## config.mk

```make
export PLATFORM = sky130hd
export DESIGN_NAME = rf_port_arbiter
export DESIGN_NICKNAME = d
export VERILOG_FILES = /design/src/rtl/rf_port_arbiter_pkg.sv /design/src/rtl/rf_port_arbiter_rr_pick.sv /design/src/rtl/rf_port_arbiter.sv
export SDC_FILE = /design/constraint.sdc
export NUM_CORES = 1
export LEC_CHECK = 0
export CORE_ASPECT_RATIO = 0.5
export CORE_MARGIN = 8
export CORE_UTILIZATION = 33
export CTS_BUF_LIST = sky130_fd_sc_hd__clkbuf_16
export CTS_CLUSTER_DIAMETER = 80
export CTS_CLUSTER_SIZE = 12
export DETAILED_ROUTE_END_ITERATION = 10
export PLACE_DENSITY = 0.83
export SKIP_LAST_GASP = 1
export SYNTH_ARGS = -nofsm -noshare
export SYNTH_HDL_FRONTEND = slang
export SYNTH_HIERARCHICAL = 1
export SYNTH_SLANG_ARGS = --single-unit
```

## constraint.sdc

```tcl
create_clock -name clk -period 2.8 [get_ports clk]
set_clock_uncertainty 0.05 [all_clocks]
set_input_delay 0.56 -clock clk [delete_from_list [all_inputs] [get_ports clk]]
set_output_delay 0.56 -clock clk [all_outputs]
set_load 0.005 [all_outputs]
```

## src/rtl/rf_port_arbiter_pkg.sv

```systemverilog
// Shared types and default widths for the register-file port arbiter.
package rf_port_arbiter_pkg;

  localparam int DW_DEF = 16;
  localparam int AW_DEF = 3;

  typedef enum logic [1:0] {
    ST_IDLE,
    ST_GRANT,
    ST_LOCKED
  } arb_state_t;

endpackage

```

## src/rtl/rf_port_arbiter_rr_pick.sv

```systemverilog
// Combinational round-robin pick: first unmasked request at or above ptr, wrapping.
module rr_pick #(
  parameter int NREQ = 4,
  parameter int IW   = 2
) (
  input  logic [NREQ-1:0] req,
  input  logic [NREQ-1:0] mask,
  input  logic [IW-1:0]   ptr,
  output logic            found,
  output logic [IW-1:0]   id
);

  int j;

  always_comb begin
    found = 1'b0;
    id    = '0;
    j     = 0;
    for (int k = 0; k < NREQ; k++) begin
      j = int'(ptr) + k;
      if (j >= NREQ) j = j - NREQ;
      if (!found && req[j] && !mask[j]) begin
        found = 1'b1;
        id    = IW'(j);
      end
    end
  end

endmodule

```

## src/rtl/rf_port_arbiter.sv

```systemverilog
// Round-robin sequencer sharing an external register bank between NREQ requesters.
// Grant one cycle after request, read data one cycle after grant; bounded lock bursts.
module rf_port_arbiter
  import rf_port_arbiter_pkg::*;
#(
  parameter int  NREQ     = 4,
  parameter int  NREG     = 8,
  parameter int  AW       = AW_DEF,
  parameter int  DW       = DW_DEF,
  parameter int  LOCK_MAX = 4,
  localparam int IW       = (NREQ > 1) ? $clog2(NREQ) : 1,
  localparam int CW       = $clog2(LOCK_MAX + 1)
) (
  input  logic                 clk,
  input  logic                 rst_n,
  input  logic [NREQ-1:0]      req,
  input  logic [NREQ-1:0]      we,
  input  logic [NREQ-1:0]      lock,
  input  logic [NREQ*AW-1:0]   addr,
  input  logic [NREQ*DW-1:0]   wdata,
  output logic [NREQ-1:0]      gnt,
  output logic [DW-1:0]        rdata,
  output logic                 rvalid,
  output logic [IW-1:0]        rid,
  output logic                 err,
  output logic [NREG-1:0]      rf_wr_en,
  output logic [DW-1:0]        rf_wdata,
  input  logic [NREG*DW-1:0]   rf_rdata
);

  arb_state_t      state;
  logic [IW-1:0]   ptr, cur_id, win, pick_id;
  logic [CW-1:0]   cnt, cnt_nxt;
  logic            pick_found, take, arb, hold_lock, op_vld, op_we, in_range;
  logic [AW-1:0]   op_addr, win_addr;
  logic [DW-1:0]   rd_sel;
  logic [NREQ-1:0] mask, gnt_nxt;
  logic [NREG-1:0] wr_en_nxt;

  // A locked owner may be served in consecutive cycles; otherwise the last grantee sits out once.
  assign mask = (state == ST_LOCKED) ? '0 : gnt;

  rr_pick #(.NREQ(NREQ), .IW(IW)) u_pick (
    .req   (req),
    .mask  (mask),
    .ptr   (ptr),
    .found (pick_found),
    .id    (pick_id)
  );

  always_comb begin
    arb       = 1'b0;
    take      = 1'b0;
    win       = pick_id;
    hold_lock = 1'b0;
    cnt_nxt   = cnt;
    if (state == ST_LOCKED) begin
      if (req[cur_id]) begin
        take      = 1'b1;
        win       = cur_id;
        cnt_nxt   = cnt + 1'b1;
        hold_lock = lock[cur_id] && (int'(cnt) + 1 < LOCK_MAX);
      end else if (lock[cur_id]) begin
        hold_lock = 1'b1;
      end else begin
        arb = 1'b1;
      end
    end else begin
      arb = 1'b1;
    end
    if (arb && pick_found) begin
      take      = 1'b1;
      win       = pick_id;
      cnt_nxt   = CW'(1);
      hold_lock = lock[pick_id] && (LOCK_MAX > 1);
    end
  end

  always_comb begin
    win_addr  = addr[int'(win)*AW +: AW];
    in_range  = int'(win_addr) < NREG;
    gnt_nxt   = '0;
    gnt_nxt[win] = take;
    wr_en_nxt = '0;
    for (int r = 0; r < NREG; r++) begin
      wr_en_nxt[r] = take && we[win] && (int'(win_addr) == r);
    end
    rd_sel = '0;
    for (int r = 0; r < NREG; r++) begin
      if (int'(op_addr) == r) rd_sel = rf_rdata[r*DW +: DW];
    end
  end

  always_ff @(posedge clk or negedge rst_n) begin
    if (!rst_n) begin
      state    <= ST_IDLE;
      cnt      <= '0;
      ptr      <= '0;
      cur_id   <= '0;
      gnt      <= '0;
      rf_wr_en <= '0;
      rf_wdata <= '0;
      err      <= 1'b0;
      op_vld   <= 1'b0;
      op_we    <= 1'b0;
      op_addr  <= '0;
      rvalid   <= 1'b0;
      rdata    <= '0;
      rid      <= '0;
    end else begin
      state    <= hold_lock ? ST_LOCKED : (take ? ST_GRANT : ST_IDLE);
      cnt      <= hold_lock ? cnt_nxt : '0;
      gnt      <= gnt_nxt;
      rf_wr_en <= wr_en_nxt;
      err      <= take && !in_range;
      op_vld   <= take;
      if (take) begin
        cur_id   <= win;
        ptr      <= (win == IW'(NREQ - 1)) ? '0 : win + 1'b1;
        op_we    <= we[win];
        op_addr  <= win_addr;
        rf_wdata <= wdata[int'(win)*DW +: DW];
      end
      rvalid <= op_vld && !op_we;
      if (op_vld && !op_we) begin
        rdata <= rd_sel;
        rid   <= cur_id;
      end
    end
  end

endmodule

```

==> results.cfg <==
[clocking]
cts_tree = yes
cts-buffers-inserted = 9
htree_levels = 3
clk_path_buf_depth = 2
cts_hold_buffers = 0
clock-root-buffer = clkbuf_16
cts_sinks = 61
worstSkewPairLatency_ns = 0.33
path_clk_slew_ns = 0.05

[synthesis]
synth_seq_area_share = 0.375
synthesis.area_sq_um = 4070
synth_flop_cell = dfrtp_1
syn_inst = 389
synth-edff-count = 0
syn_area_per_cell_sq_um = 10.5
yosys_warnings = 6
synthesis.nets = 612
ys_ff_latch = 61
synthArstFlopShare = 1.00
synth_cell_type_count = 44

[drt]
first_pass_iters = 4
ant_nets = 0
drc = 0
drtIter0Drc = 181
routedWlPerCell_microns = 20.1
via_per_inst = 5.03
routed_wl_microns = 16800
num_vias = 4214

[cells_and_area]
diodes = 0
nFillCells = 983
layout-drive-gt1-share = 0.152
areaGrowthSynthToFinish_pct = 82.0
layout.nets = 890

[hold_path]
hp-class = in2async

[die]
core_sq_um = 11900
start_util = 0.341
die-area_sq_um = 16400
die_y_microns = 94.5
row_count = 28
io_pins = 266
die_x_microns = 173

[placed_design]
pre_cts_slack_ns = -0.343
dpl.hpwl_microns = 13900
gp_congestion = 0.847
numPortBuffers = 264

[global_routing]
grt_overflow = 0
grt_pass1_vias = 4649
grt_pass1_wl_microns = 25500
antenna_found_initial = 0
grtUsageTotal = 0.198
grt_max_degree = 37

[timing]
min_period_ns = 2.75
relSlewSlack = 0.305
max_slew.worst_pin.slew_ns = 1.04
drv_slew = 0
rsz0062_at_grt = true
finalCritPeriodShare = 0.981
setup_violations = 0
fin_ws_ns = 0.0545
finalHoldViolCount = 0
fmax_mhz = 364

[power_and_ir_drop]
internal_power_mw = 4.59
clkPwrFrac = 0.146
p_sw_frac = 0.391
switchingPower_mw = 2.95
combPwrFrac = 0.630
finalPower_mw = 7.54
p_leak_nw = 3.05
p_per_area_nw_per_um2 = 1020
max-vdd-ir-drop_mv = 0.507
seq_power_share = 0.224

[setup_path]
cp_max_fo = 4
startpoint_type = input pin
setup.worst_path.end_class = flip-flop
crit_arrival_ns = 2.94
worstSetupPathType = in2reg
crit_required_ns = 2.99

[flow_run]
max-cap-violations = 0

[outcome]
status = complete, no violations
sequential cells by signal, summed over array words and instances, names as in the netlist, 2 cells and up:
register / cells
rdata: 16
rid: 2
gnt: 4
rf_wr_en: 8
cnt: 3
state: 2
ptr: 2
cur_id: 2
op_addr: 3
rf_wdata: 16
critical path, stage by stage:
cell and delay, ns:
clkdlybuf4s50_1 0.52, nor2b_4 0.17, nor3_1 0.06, a211oi_2 0.28, o21ai_2 0.12, o21ai_4 0.08
inv_2 0.07, mux4_2 0.46, a2111o_1 0.48, nor3_2 0.13
placed cells by master, fill, tap and decap left out, drive strengths merged, types with 10 or more instances in the layout:
cell type / n
inv: 10
a21oi: 34
mux4: 37
nor2: 11
clkdlybuf4s50: 263
o21ai: 26
dfrtp: 61
a221o: 11
nand2: 78
mux2i: 32
buf: 32
layer usage:
layer  up-vias  track usage  share of wire
met5         -            0              0
li1       1991            -              -
met2       133        0.375           0.54
met3        34       0.0585          0.057
met4         0       0.0741          0.028
met1      2056        0.210           0.38
cell type report:
cell class	instances	area (sq um)	share of cell area
clock buffer	9	225	0.0304
clock inverter	7	75.1	0.0101
inverter	9	33.8	0.00456
multi-input combinational	291	2440	0.330
sequential	61	1530	0.206
tap	165	206	0.0279
timing repair buffer	295	2900	0.391
Yosys cell counts, types with 2 or more instances:
| cell | count | share of area |
|---|---|---|
| dfrtp_1 | 61 | 0.38 |
| mux4_2 | 37 | 0.20 |
| a22o_1 | 2 | 0.0043 |
| a21oi_1 | 33 | 0.041 |
| ha_1 | 5 | 0.015 |
| mux2i_1 | 32 | 0.079 |
| buf_2 | 3 | 0.0037 |
| mux2_2 | 2 | 0.0055 |
| nand2b_1 | 8 | 0.012 |
| nand3_1 | 3 | 0.0037 |
| nor2b_1 | 6 | 0.0092 |
| buf_1 | 7 | 0.0065 |
| inv_1 | 8 | 0.0074 |
| o2bb2ai_1 | 5 | 0.011 |
| o22ai_1 | 2 | 0.0031 |
| clkbuf_1 | 17 | 0.016 |
| o21ai_0 | 23 | 0.028 |
| nand3b_1 | 3 | 0.0055 |
| nor2_1 | 11 | 0.010 |
| nand2_1 | 78 | 0.072 |
| a221o_1 | 11 | 0.027 |
| nor3_1 | 2 | 0.0025 |
| and2_1 | 9 | 0.014 |
path summary, 6_finish.rpt:
kind / start / end / slack, ns / depth (start not counted)
worst max register to register: state[0] / rf_wr_en[0] / 0.08 / 11
min in group clk: rdata[6] / rdata[6] / 0.43 / 2
worst min-delay path: rst_n / rid[1] / 0.21 / 1
max in group asynchronous: rst_n / cnt[1] / 1.83 / 2
worst min register to register: rdata[6] / rdata[6] / 0.43 / 2
worst max-delay path: req[1] / rf_wr_en[0] / 0.05 / 10
per-stage QoR:
step	hold slack [ns]	util	TNS, ns	cell area [sq um]	std cells
2_1_floorplan	0.214	-	0	4070	389
3_5_place_dp	0.419	0.591	-1.79	7040	818
6_report	0.215	0.622	0	7400	837
4_1_cts	0.224	0.616	0	7340	834
3_3_place_gp	0.413	0.591	-1.27	7040	818
5_1_grt	0.241	0.622	-0.119	7400	837
repair_timing:
action | 4_1_cts | 5_1_grt
setup buffers | 0 | 3
cloned | 0 | 0
gates resized for setup | 0 | 9
pin swaps | 1 | 6
setup endpoints to repair | 4 | 7
cells by family after synthesis:
logic type               count (synthesis)  share of synthesized area
other                                    1                   0.000922
AND/OR/NAND/NOR                        125                      0.140
AO/OA/AOI/OAI                           89                      0.143
multiplexers                            71                      0.289
flip-flops                              61                      0.375
buffers and inverters                   37                     0.0360
adder cells (fa/ha/maj)                  5                     0.0154
power groups by stage:
stage | Clock [mW] | Combinational, mW | Sequential, mW
floorplan | 0 | 2.77 | 1.58
global placement | 0 | 4.53 | 1.68
detailed placement | 0 | 4.66 | 1.69
CTS | 1.11 | 4.70 | 1.69
global route | 1.15 | 5.17 | 1.75
finish | 1.10 | 4.75 | 1.69
(Power assumes the default switching activity.)
